**src/rtl/roll_scheduler.sv**
```systemverilog
// Roll sequencer for the dice/roulette display: pulls values from the shared RNG
// on a decelerating k^2*BASE schedule and keeps a short history of final results.
module roll_scheduler #(
    parameter int DATA_W     = 4,
    parameter int STEPS      = 24,
    parameter int BASE       = 1,
    parameter int HIST_DEPTH = 4,
    parameter int CNT_W      = 20
) (
    input  logic                          i_clk,
    input  logic                          i_rst_n,
    input  logic                          i_start,
    input  logic                          i_stop,
    output logic                          o_rng_req,
    input  logic                          i_rng_valid,
    input  logic [DATA_W-1:0]             i_rng_data,
    output logic [DATA_W-1:0]             o_value,
    output logic                          o_busy,
    output logic                          o_done,
    output logic [4:0]                    o_step,
    input  logic [$clog2(HIST_DEPTH)-1:0] i_hist_sel,
    output logic [DATA_W-1:0]             o_hist,
    output logic [$clog2(HIST_DEPTH):0]   o_hist_count
);

    localparam int SEL_W = $clog2(HIST_DEPTH);
    localparam logic [4:0]     LAST_STEP = 5'(STEPS);
    localparam logic [SEL_W:0] HIST_FULL = (SEL_W + 1)'(HIST_DEPTH);

    typedef enum logic [1:0] {
        IDLE = 2'd0,
        REQ  = 2'd1,
        WAIT = 2'd2
    } state_t;

    state_t              state;
    state_t              state_nxt;
    logic [DATA_W-1:0]   value_nxt;
    logic [4:0]          step_nxt;
    logic [CNT_W-1:0]    timer;
    logic [CNT_W-1:0]    timer_nxt;
    logic [CNT_W-1:0]    gap_last;
    logic                stop_flag;
    logic                stop_nxt;
    logic                xfer;
    logic                push;
    logic [DATA_W-1:0]   hist [HIST_DEPTH];

    assign xfer = o_rng_req && i_rng_valid;

    // Last timer value of the gap following update o_step.
    assign gap_last = CNT_W'(o_step) * CNT_W'(o_step) * CNT_W'(BASE) - CNT_W'(1);

    always_comb begin
        state_nxt = state;
        value_nxt = o_value;
        step_nxt  = o_step;
        timer_nxt = timer;
        stop_nxt  = stop_flag;
        push      = 1'b0;
        case (state)
            IDLE: begin
                if (i_start) begin
                    state_nxt = REQ;
                    step_nxt  = '0;
                    stop_nxt  = 1'b0;
                end
            end
            REQ: begin
                if (i_stop) begin
                    stop_nxt = 1'b1;
                end
                if (xfer) begin
                    value_nxt = i_rng_data;
                    step_nxt  = o_step + 5'd1;
                    timer_nxt = '0;
                    // A stop raised in this same cycle still makes this transfer the last.
                    if (step_nxt == LAST_STEP || stop_flag || i_stop) begin
                        state_nxt = IDLE;
                        push      = 1'b1;
                    end else begin
                        state_nxt = WAIT;
                    end
                end
            end
            WAIT: begin
                timer_nxt = timer + CNT_W'(1);
                if (i_stop) begin
                    stop_nxt  = 1'b1;
                    state_nxt = REQ;
                end else if (timer == gap_last) begin
                    state_nxt = REQ;
                end
            end
            default: begin
                state_nxt = IDLE;
            end
        endcase
    end

    always_ff @(posedge i_clk or negedge i_rst_n) begin
        if (!i_rst_n) begin
            state     <= IDLE;
            o_rng_req <= 1'b0;
            o_value   <= '0;
            o_busy    <= 1'b0;
            o_done    <= 1'b0;
            o_step    <= '0;
            timer     <= '0;
            stop_flag <= 1'b0;
        end else begin
            state     <= state_nxt;
            o_rng_req <= (state_nxt == REQ);
            o_value   <= value_nxt;
            o_busy    <= (state_nxt != IDLE);
            o_done    <= push;
            o_step    <= step_nxt;
            timer     <= timer_nxt;
            stop_flag <= stop_nxt;
        end
    end

    always_ff @(posedge i_clk or negedge i_rst_n) begin
        if (!i_rst_n) begin
            for (int unsigned i = 0; i < HIST_DEPTH; i++) begin
                hist[SEL_W'(i)] <= '0;
            end
            o_hist_count <= '0;
        end else if (push) begin
            for (int unsigned i = HIST_DEPTH - 1; i > 0; i--) begin
                hist[SEL_W'(i)] <= hist[SEL_W'(i - 1)];
            end
            hist[0] <= value_nxt;
            if (o_hist_count != HIST_FULL) begin
                o_hist_count <= o_hist_count + (SEL_W + 1)'(1);
            end
        end
    end

    always_comb begin
        o_hist = '0;
        if ({1'b0, i_hist_sel} < o_hist_count) begin
            o_hist = hist[i_hist_sel];
        end
    end

endmodule

```
**config.mk**
```make
export PLATFORM = sky130hd
export DESIGN_NAME = roll_scheduler
export DESIGN_NICKNAME = d
export VERILOG_FILES = /design/src/rtl/roll_scheduler.sv
export SDC_FILE = /design/constraint.sdc
export NUM_CORES = 1
export LEC_CHECK = 0
export BUFFER_PORTS_ARGS = -buffer_cell sky130_fd_sc_hd__buf_2
export CAP_MARGIN = 20
export CORE_ASPECT_RATIO = 1.25
export CORE_MARGIN = 1.5
export CORE_UTILIZATION = 45
export CTS_CLUSTER_DIAMETER = 30
export DETAILED_ROUTE_END_ITERATION = 16
export GPL_ROUTABILITY_DRIVEN = 0
export GPL_TIMING_DRIVEN = 0
export PLACE_DENSITY = 0.65
export SYNTH_ARGS = -nofsm -noshare
export SYNTH_HDL_FRONTEND = slang
export SYNTH_SLANG_ARGS = --single-unit
```
**constraint.sdc**
```tcl
create_clock -name i_clk -period 3.6 [get_ports i_clk]
set_input_delay 0.72 -clock i_clk [delete_from_list [all_inputs] [get_ports i_clk]]
set_output_delay 0.72 -clock i_clk [all_outputs]
set_load 0.03 [all_outputs]
```
==> impl_metrics.py, run 1 <==
metrics = {
    "power_and_ir_drop": {
        "intPower_uw": 1230,
        "worst_ir_drop_vdd_uv": 348,
        "seq_power_share_pct": 40.5,
        "clock_power_share_pct": 17.9,
        "power.switching_uw": 814,
        "static-leakage-power_uw": 0.00199,
        "netSwitchingFraction_pct": 39.8,
        "comb_power_share_pct": 41.7,
        "cellPowerDensity_nw_per_um2": 487,
    },
    "synth": {
        "synthCells": 373,
        "syn-num-nets": 415,
        "avgSynthCellArea_um2": 9.52,
        "async_reset_ff_share_pct": 100,
        "yosys_warnings": 0,
        "syn_area_um2": 3550,
        "netlist-cell-type-count": 52,
        "synth-seq-area-share_pct": 38.1,
        "dominantRegCellSynth": "dfrtp_1",
        "count_of_flip_flops_with_a_built_in_enable_after_synthesis": 0,
        "synth_seq_cells": 54,
    },
    "place": {
        "worst_setup_slack_after_placement_ns": -0.273,
        "placement.cell_area_um2": 3860,
        "port_buffers": 29,
        "place_hpwl_um": 5550,
    },
    "setup_path": {
        "worstPathRequired_ns": 3.82,
        "path_max_fanout": 10,
        "rrSetupSlack_ns": -0.03,
        "crit-reg2reg-launch": "o_step[2]$_DFFE_PN0P_",
        "critPathMaxStageDelay_ns": 0.50,
        "r2r_end": "state[1]$_DFF_PN0_",
        "slowest_library_cell_on_the_worst_path": "a2111o_1",
        "worst_setup_path_end_kind": "flip-flop",
        "cp_data_arrival_time_ns": 3.84,
        "setup.worst_path.class": "flip-flop to flip-flop",
        "critical_path.cell_chain": "clkbuf_8 > nand3_1 > o21ai_0 > a21oi_1 > xor2_1 > fa_1 > ha_4 > a21o_1 > or3_4 > a31oi_4 > o22ai_1 > a2111o_1 > buf_6 > a22o_2",
        "crit_path_start_kind": "flip-flop",
        "worst_r2r_path_depth": 14,
    },
    "timing": {
        "fin_skew_ns": 0.0133,
        "worst_pin_slew_ns": 0.700,
        "final.period_utilization_pct": 101,
        "timing.final.hold_violations": 0,
        "fmax_mhz": 276,
        "grt_setup_unrepaired": "true",
        "setup_viol": 1,
        "finalWorstSetupSlack_ns": -0.0250,
        "final.min_clock_period_ns": 3.63,
        "slew-limit-headroom_pct": 53.3,
        "slew_violations": 0,
    },
    "clock_tree": {
        "clock_tree_from_tritoncts": "yes",
        "cts_max_level": 2,
        "cts_hold_buf": 0,
        "cts_made_buffers": 5,
        "clock_sink_count": 54,
        "clk-insertion-delay-late_ns": 0.31,
        "clk_root_buffer_cell": "clkbuf_8",
        "clock_tree.buffer_depth": 2,
        "worst_setup_hold_path_clk_slew_ns": 0.11,
    },
    "floorplan": {
        "die_area_um2": 8430,
        "die_w_um": 82.4,
        "floorplan.die.height_um": 102,
        "core.rowCount": 36,
        "core_area_um2": 7700,
        "initial_core_util_pct": 46.1,
        "floorplan.io_pins": 30,
    },
    "detailed_routing": {
        "ant_nets": 0,
        "wire_per_inst_um": 14.6,
        "vias_per_cell": 5.47,
        "detailedRoute.firstIterationViolations": 139,
        "dr_total_vias": 2836,
        "drt_first_pass_iters": 4,
        "drt_wl_total_um": 7560,
        "drt_drc_violations_left": 0,
    },
    "finish": {
        "finish.instance_area_um2": 4200,
        "antennaDiodeCount": 0,
        "number_of_nets_in_the_final_layout": 464,
        "syn2layout_area_growth_pct": 18.2,
        "post_route_cells_drive_above_1_share_pct": 25.3,
        "layout.cells.most_common_list": "49 x dfrtp_1, 38 x nand2_1, 30 x buf_2",
        "layout.cells.most_common": "dfrtp_1",
    },
    "run": {
        "max_cap_viol_count": 0,
    },
    "global_route": {
        "grt.total_usage_pct": 19.4,
        "wire_length_of_the_first_global_routing_pass_um": 12700,
        "vias_in_the_first_global_route": 2781,
        "grt_remaining_overflow": 0,
        "maximum_number_of_pins_on_one_net_before_global_route_repair": 32,
        "antenna_found_initial": 0,
    },
    "outcome": {
        "outcome": "finished, violations left",
        "violations": "negative setup slack",
    },
    "hold_path": {
        "worst_hold_path_type": "input port to async pin",
    },
}
-- cells by family after synthesis --
kind of cell | after synthesis | synth area share [%]
buffers and inverters | 37 | 4.19
AO/OA/AOI/OAI | 72 | 13.0
multiplexers | 26 | 9.34
XOR/XNOR | 24 | 5.92
AND/OR/NAND/NOR | 129 | 17.7
adder cells (fa/ha/maj) | 31 | 11.8
flip-flops | 54 | 38.1
-- power groups by stage --
stage / registers (uW) / logic [uW] / clock network (uW)
6_report: 827 / 851 / 365
5_1_grt: 844 / 943 / 396
4_1_cts: 827 / 828 / 376
3_5_place_dp: 834 / 789 / 0
3_3_place_gp: 828 / 774 / 0
2_1_floorplan: 920 / 494 / 0
-- stage by stage --
| step | hold WS [ns] | TNS (ns) | std cells | util (%) | total power [uW] |
|---|---|---|---|---|---|
| finish | 0.395 | -0.0250 | 518 | 54.5 | 2040 |
| detailed placement | 0.481 | -0.805 | 498 | 50.1 | 1620 |
| global placement | 0.474 | -0.491 | 497 | 49.9 | 1600 |
| CTS | 0.408 | 0 | 516 | 53.7 | 2030 |
| global route | 0.437 | -0.583 | 518 | 54.5 | 2180 |
| floorplan | 0.424 | 0 | 373 | - | 1410 |
-- cells in the mapped netlist, drive strengths merged (2+ instances only) --
cell type,instances,area (um^2)
nor2,28,105
o31ai,2,15.0
and3,2,12.5
fa,4,80.1
nand4,8,50.1
nand2b,4,25.0
ha,27,338
and2,5,31.3
o22ai,2,12.5
or3,8,50.1
clkbuf,8,30.0
nor2b,6,37.5
buf,4,25.0
xnor2,13,114
a32o,2,20.0
mux4,4,90.1
nand3,12,60.1
a211o,2,17.5
a22o,3,27.5
mux2i,5,50.1
nor4,3,18.8
a21o,2,15.0
a211oi,3,22.5
a21oi,23,115
nand2,41,154
a31oi,2,12.5
mux2,17,191
xor2,11,96.3
nand3b,2,15.0
nor3,4,20.0
o2111ai,3,26.3
inv,24,90.1
o21ai,20,100
and4,2,18.8
dfrtp,54,1350
-- routing by layer --
metal | track usage, % | up-vias | share of wire, %
li1 | - | 1413 | -
met1 | 25.2 | 1371 | 44
met2 | 33.5 | 45 | 51
met3 | 2.86 | 7 | 3.0
met4 | 5.22 | 0 | 1.2
met5 | 0 | - | 0
-- flip-flops by register name (all words and copies together) (netlist names) --
register      cells
o_done            1
o_value           4
o_rng_req         1
timer            20
o_hist_count      3
state             2
hist             16
o_step            5
o_busy            1
stop_flag         1
-- layout make-up --
cell class,count,area [um^2]
buffer,10,70.1
timing repair buffer,44,278
clock inverter,3,28.8
multi-input combinational,282,2180
clock buffer,5,68.8
inverter,25,93.8
tap,95,119
sequential,54,1360
fill,685,3510
-- timing repair --
action | CTS | global route
pin swaps | 12 | 10
buffers inserted | 12 | 2
endpoints found under the setup margin | 4 | 4
resized for setup | 21 | 10
-- how the worst max path moves through the flow --
stage,from,end,slack (ns),cells after the start
global placement,o_step[0]$_DFFE_PN0P_,o_rng_req$_DFF_PN0_,-0.18,14
global route,o_step[4]$_DFFE_PN0P_,state[1]$_DFF_PN0_,-0.17,15
floorplan,o_step[0]$_DFFE_PN0P_,o_rng_req$_DFF_PN0_,0.008,14
CTS,o_step[2]$_DFFE_PN0P_,o_rng_req$_DFF_PN0_,0.0006,13
finish,o_step[2]$_DFFE_PN0P_,state[1]$_DFF_PN0_,-0.03,14
detailed placement,o_step[0]$_DFFE_PN0P_,o_rng_req$_DFF_PN0_,-0.27,14
-- worst max-delay path, delay by kind of cell (launching register included) --
| kind | cells | cell delay [ns] |
|---|---|---|
| AO/OA/AOI/OAI | 7 | 1.48 |
| XOR/XNOR | 1 | 0.21 |
| adder cells (fa/ha/maj) | 2 | 0.69 |
| buffers and inverters | 2 | 0.32 |
| flip-flops | 1 | 0.42 |
| AND/OR/NAND/NOR | 2 | 0.40 |
Power figures use the tool's default switching activity.
==> run 2, diff against run 1 <==
Settings changed: CORE_UTILIZATION 45 to 30, PLACE_DENSITY 0.65 to 0.47, SLEW_MARGIN set to 10.
==> impl_metrics.py, run 2 (synthesis gave the netlist of run 1 again) <==
metrics = {
    "timing": {
        "final.period_utilization_pct": 98.7,
        "final.min_clock_period_ns": 3.55,
        "timing.setup.tns_ns": 0,
        "timing.final.hold_violations": 0,
        "finalWorstSetupSlack_ns": 0.0469,
        "slew-limit-headroom_pct": 52.7,
        "setup_viol": 0,
        "fmax_mhz": 281,
        "fin_skew_ns": 0.00787,
        "slew_violations": 0,
        "worst_pin_slew_ns": 0.710,
        "grt_setup_unrepaired": "true",
    },
    "finish": {
        "sequential_cell_area_um2": 1360,
        "largest-register": "timer",
        "top_regs": "timer: 20 flops, hist: 16 flops, o_step: 5 flops",
        "n_fill_cell": 1196,
        "post_route_cells_drive_above_1_share_pct": 28.5,
        "layout.cells.most_common": "dfrtp_1",
        "syn2layout_area_growth_pct": 23.3,
        "layout.cells.most_common_list": "49 x dfrtp_1, 37 x nand2_1, 29 x buf_2",
        "number_of_nets_in_the_final_layout": 469,
        "antennaDiodeCount": 0,
        "finish.instance_area_um2": 4380,
        "multi_input_comb_area_um2": 2230,
        "flip_flop_count_of_the_largest_register_after_layout": 20,
        "post_layout_nonfiller_instances": 566,
    },
    "power_and_ir_drop": {
        "report.power.total_uw": 2180,
        "static-leakage-power_uw": 0.00204,
        "cellPowerDensity_nw_per_um2": 497,
        "worst_ir_drop_vdd_uv": 243,
    },
    "place": {
        "place_hpwl_um": 5970,
        "placement.cell_area_um2": 3900,
        "port_buffers": 29,
        "place_inst": 540,
        "worst_setup_slack_after_placement_ns": -0.291,
    },
    "detailed_routing": {
        "drt_wl_total_um": 8200,
        "drt_first_pass_iters": 5,
        "ant_nets": 0,
        "vias_per_cell": 5.16,
        "wire_per_inst_um": 14.5,
        "drt_drc_violations_left": 0,
        "detailedRoute.firstIterationViolations": 142,
        "dr_total_vias": 2920,
    },
    "clock_tree": {
        "cts_max_level": 2,
        "cts_made_buffers": 5,
        "cts_hold_buf": 0,
        "clk_root_buffer_cell": "clkbuf_16",
        "clock_tree_from_tritoncts": "yes",
        "clock_sink_count": 54,
        "worst_setup_hold_path_clk_slew_ns": 0.08,
        "clock_tree.buffer_depth": 2,
        "clk-insertion-delay-late_ns": 0.30,
    },
    "setup_path": {
        "path_max_fanout": 10,
        "setup.worst_path.class": "flip-flop to flip-flop",
        "crit_path_start_kind": "flip-flop",
        "crit-reg2reg-launch": "o_step[2]$_DFFE_PN0P_",
        "r2r_end": "state[1]$_DFF_PN0_",
        "worst_setup_path_end_kind": "flip-flop",
        "worstPathRequired_ns": 3.79,
        "cp_data_arrival_time_ns": 3.74,
        "worst_r2r_path_depth": 14,
        "rrSetupSlack_ns": 0.05,
    },
    "hold_path": {
        "worst_hold_path_type": "input port to async pin",
    },
    "floorplan": {
        "die_area_um2": 12500,
        "core.rowCount": 44,
        "floorplan.io_pins": 30,
        "die_w_um": 100,
        "floorplan.die.height_um": 125,
        "core_area_um2": 11600,
        "initial_core_util_pct": 30.7,
    },
    "global_route": {
        "wire_length_of_the_first_global_routing_pass_um": 14000,
        "antenna_found_initial": 0,
        "grt.total_usage_pct": 13.9,
        "grt_remaining_overflow": 0,
        "maximum_number_of_pins_on_one_net_before_global_route_repair": 55,
        "vias_in_the_first_global_route": 2814,
    },
    "run": {
        "max_cap_viol_count": 0,
    },
    "outcome": {
        "outcome": "finished, final reports clean",
    },
}
-- run 2: report_power, final --
group / internal (uW) / switching (uW) / leakage (uW)
sequential: 733 / 94.5 / 0.000723
combinational: 347 / 503 / 0.00125
clock: 262 / 237 / 0.0000704
-- run 2: final cells by class --
| type | instances | share of cell area (%) |
|---|---|---|
| tap | 138 | 3.94 |
| buffer | 10 | 1.60 |
| timing repair buffer | 49 | 6.89 |
| sequential | 54 | 31.0 |
| clock inverter | 3 | 0.572 |
| multi-input combinational | 282 | 51.0 |
| clock buffer | 5 | 2.86 |
| inverter | 25 | 2.14 |
-- run 2: timing repair --
item,in CTS,in global routing
resized for setup,36,9
hold endpoints to repair,0,0
setup buffers,16,4
pin swaps,15,8
setup endpoints to repair,4,4
-- run 2: metrics by stage --
step                hold slack, ns  util (%)
floorplan                    0.424         -
global placement             0.480      33.7
detailed placement           0.477      33.7
CTS                          0.507      37.4
global route                 0.532      37.9
finish                       0.465      37.9
-- run 2: critical path, cell delays in order (launching register included) --
cell	delay, ns
dfrtp_2	0.41
clkbuf_8	0.17
nand2_2	0.09
ha_4	0.21
xor2_2	0.17
fa_2	0.36
ha_4	0.22
buf_6	0.11
a21o_1	0.20
or3_4	0.35
a31oi_4	0.17
o22ai_2	0.10
a2111o_1	0.52
buf_6	0.17
a22o_2	0.20
-- run 2: worst max-delay path by stage --
stage / start / slack (ns) / depth (start not counted) / to
floorplan: o_step[0]$_DFFE_PN0P_ / 0.008 / 14 / o_rng_req$_DFF_PN0_
finish: o_step[2]$_DFFE_PN0P_ / 0.05 / 14 / state[1]$_DFF_PN0_
global placement: o_step[4]$_DFFE_PN0P_ / -0.23 / 14 / o_rng_req$_DFF_PN0_
global route: o_step[0]$_DFFE_PN0P_ / -0.07 / 14 / state[1]$_DFF_PN0_
detailed placement: o_step[4]$_DFFE_PN0P_ / -0.29 / 15 / o_rng_req$_DFF_PN0_
CTS: o_step[4]$_DFFE_PN0P_ / -0.003 / 15 / o_rng_req$_DFF_PN0_
-- run 2: per-layer routing --
metal	track usage [%]	wire length, um
met4	3.73	99
met2	23.1	4090
met3	2.19	184
met5	0	0
met1	18.7	3820
==> run 3, diff against run 2 <==
Settings changed: CORE_UTILIZATION 30 to 54, PLACE_DENSITY 0.47 to 0.76.
==> impl_metrics.py, run 3 (synthesis gave the netlist of run 1 again) <==
metrics = {
    "global_route": {
        "met2_track_demand_over_resource_pct": 43.0,
        "antenna_found_initial": 0,
        "vias_in_the_first_global_route": 3057,
        "grt.total_usage_pct": 24.3,
        "grt_remaining_overflow": 0,
        "wire_length_of_the_first_global_routing_pass_um": 13200,
        "use_met3_pct": 3.45,
        "maximum_number_of_pins_on_one_net_before_global_route_repair": 33,
        "grt.met1_usage_pct": 29.3,
        "top_usage_layer_grt": "met2",
    },
    "setup_path": {
        "worst_r2r_path_depth": 14,
        "worstPathRequired_ns": 3.82,
        "crit-reg2reg-launch": "o_step[0]$_DFFE_PN0P_",
        "crit_path_start_kind": "flip-flop",
        "path_max_fanout": 4,
        "critical_path.cell_chain": "nand2_4 > inv_2 > fa_1 > a21oi_4 > fa_1 > inv_2 > ha_4 > nand3b_1 > nand2_2 > a31oi_4 > a211o_1 > a2111o_1 > buf_6 > a22o_4",
        "slowest_library_cell_on_the_worst_path": "fa_1",
        "rrSetupSlack_ns": -0.06,
        "critPathMaxStageDelay_ns": 0.55,
        "cp_data_arrival_time_ns": 3.88,
        "worst_setup_path_end_kind": "flip-flop",
        "setup.worst_path.class": "flip-flop to flip-flop",
        "r2r_end": "state[1]$_DFF_PN0_",
    },
    "finish": {
        "syn2layout_area_growth_pct": 19.6,
        "finish.instance_area_um2": 4240,
        "post_layout_nonfiller_instances": 514,
        "layout.cells.most_common_list": "49 x dfrtp_1, 38 x nand2_1, 30 x buf_2",
        "n_fill_cell": 510,
        "antennaDiodeCount": 0,
        "post_route_cells_drive_above_1_share_pct": 27.3,
        "flip_flop_count_of_the_largest_register_after_layout": 20,
        "layout.cells.most_common": "dfrtp_1",
        "largest-register": "timer",
        "number_of_nets_in_the_final_layout": 470,
        "top_regs": "timer: 20 flops, hist: 16 flops, o_step: 5 flops",
    },
    "clock_tree": {
        "clk_root_buffer_cell": "clkbuf_8",
        "worst_setup_hold_path_clk_slew_ns": 0.11,
        "clock_sink_count": 54,
        "clock_tree.buffer_depth": 2,
        "clk-insertion-delay-late_ns": 0.32,
        "cts_made_buffers": 5,
        "cts_max_level": 2,
        "clock_tree_from_tritoncts": "yes",
        "cts_hold_buf": 0,
    },
    "timing": {
        "worst_pin_slew_ns": 0.614,
        "final.hold.worst_slack_ns": 0.377,
        "grt_setup_unrepaired": "true",
        "fin_skew_ns": 0.0120,
        "finalWorstSetupSlack_ns": -0.0589,
        "final.min_clock_period_ns": 3.66,
        "timing.final.hold_violations": 0,
        "slew_violations": 0,
        "final.period_utilization_pct": 102,
        "timing.setup.tns_ns": -0.109,
        "slew-limit-headroom_pct": 59.0,
        "fmax_mhz": 273,
        "setup_viol": 3,
    },
    "detailed_routing": {
        "drt_first_pass_iters": 4,
        "drt_wl_total_um": 7960,
        "ant_nets": 0,
        "dr_total_vias": 2979,
        "drt_drc_violations_left": 0,
        "wire_per_inst_um": 15.5,
        "vias_per_cell": 5.80,
        "detailedRoute.firstIterationViolations": 121,
    },
    "floorplan": {
        "floorplan.die.height_um": 93.6,
        "floorplan.io_pins": 30,
        "initial_core_util_pct": 56.8,
        "die_area_um2": 7070,
        "die_w_um": 75.5,
        "core_area_um2": 6250,
        "core.rowCount": 32,
    },
    "place": {
        "place_hpwl_um": 5530,
        "placement.cell_area_um2": 3850,
        "port_buffers": 29,
        "place_inst": 488,
    },
    "hold_path": {
        "worst_hold_path_type": "input port to async pin",
    },
    "power_and_ir_drop": {
        "cellPowerDensity_nw_per_um2": 482,
        "static-leakage-power_uw": 0.00204,
        "report.power.total_uw": 2050,
        "worst_ir_drop_vdd_uv": 428,
    },
    "run": {
        "max_cap_viol_count": 0,
    },
    "outcome": {
        "violations": "negative setup slack",
        "outcome": "finished, violations left",
    },
}
[run 3: changes by cell type in the layout (fill, tap and decap cells not counted), moves of 2 or more]
cell / previous run / this run
clkbuf_16: 5 / 0
clkbuf_8: 2 / 6
inv_1: 17 / 19
inv_2: 7 / 5
xnor2_1: 13 / 11
xnor2_2: 0 / 2
[run 3: critical path: cells and delay by family, from the launching register on]
family,cells,cell delay (ns)
and+or+nand+nor,3,0.35
adders and majority gates,3,1.35
AOI/OAI and AO/OA,5,1.10
DFF,1,0.47
buffers and inverters,3,0.27
[run 3: layout make-up]
type                    instances  area [um^2]  share of cell area, %
flip-flops and latches         54         1360                   32.0
plain buffers                   9         50.0                   1.18
multi-input cells             282         2210                   52.0
repair buffers                 51          330                   7.78
clock buffers                   5         68.8                   1.62
well taps                      85          106                   2.51
inverters                      25         93.8                   2.21
clock inverters                 3         28.8                  0.678
[run 3: layer usage]
layer  wire length [um]  vias up  share of wire [%]
li1                   -     1428                  -
met1               3270     1468                 41
met2               4280       67                 54
met3                262       16                3.3
met4                153        0                1.9
met5                  0        -                  0
[run 3: worst max path at each step]
stage | slack, ns | startpoint | to
after floorplan | 0.008 | o_step[0]$_DFFE_PN0P_ | o_rng_req$_DFF_PN0_
after global placement | -0.17 | o_step[0]$_DFFE_PN0P_ | o_rng_req$_DFF_PN0_
after detailed placement | -0.27 | o_step[0]$_DFFE_PN0P_ | o_rng_req$_DFF_PN0_
after CTS | -0.04 | o_step[4]$_DFFE_PN0P_ | o_rng_req$_DFF_PN0_
after global routing | -0.17 | o_step[4]$_DFFE_PN0P_ | o_busy$_DFF_PN0_
final | -0.06 | o_step[0]$_DFFE_PN0P_ | state[1]$_DFF_PN0_
[run 3: stage by stage]
stage | setup slack (ns) | util (%)
floorplan | 0.00812 | -
global placement | -0.167 | 61.3
detailed placement | -0.272 | 61.6
CTS | -0.0393 | 65.9
global route | -0.174 | 67.9
finish | -0.0589 | 67.9
[run 3: what timing repair did]
action	CTS	global route
pin swaps	13	15
gates resized for setup	16	20
endpoints found under the setup margin	4	4
buffers inserted	16	5
[run 3: power by group]
part	internal, uW	total (uW)	switching, uW
clock	145	365	220
sequential	732	830	97.9
combinational	352	851	499
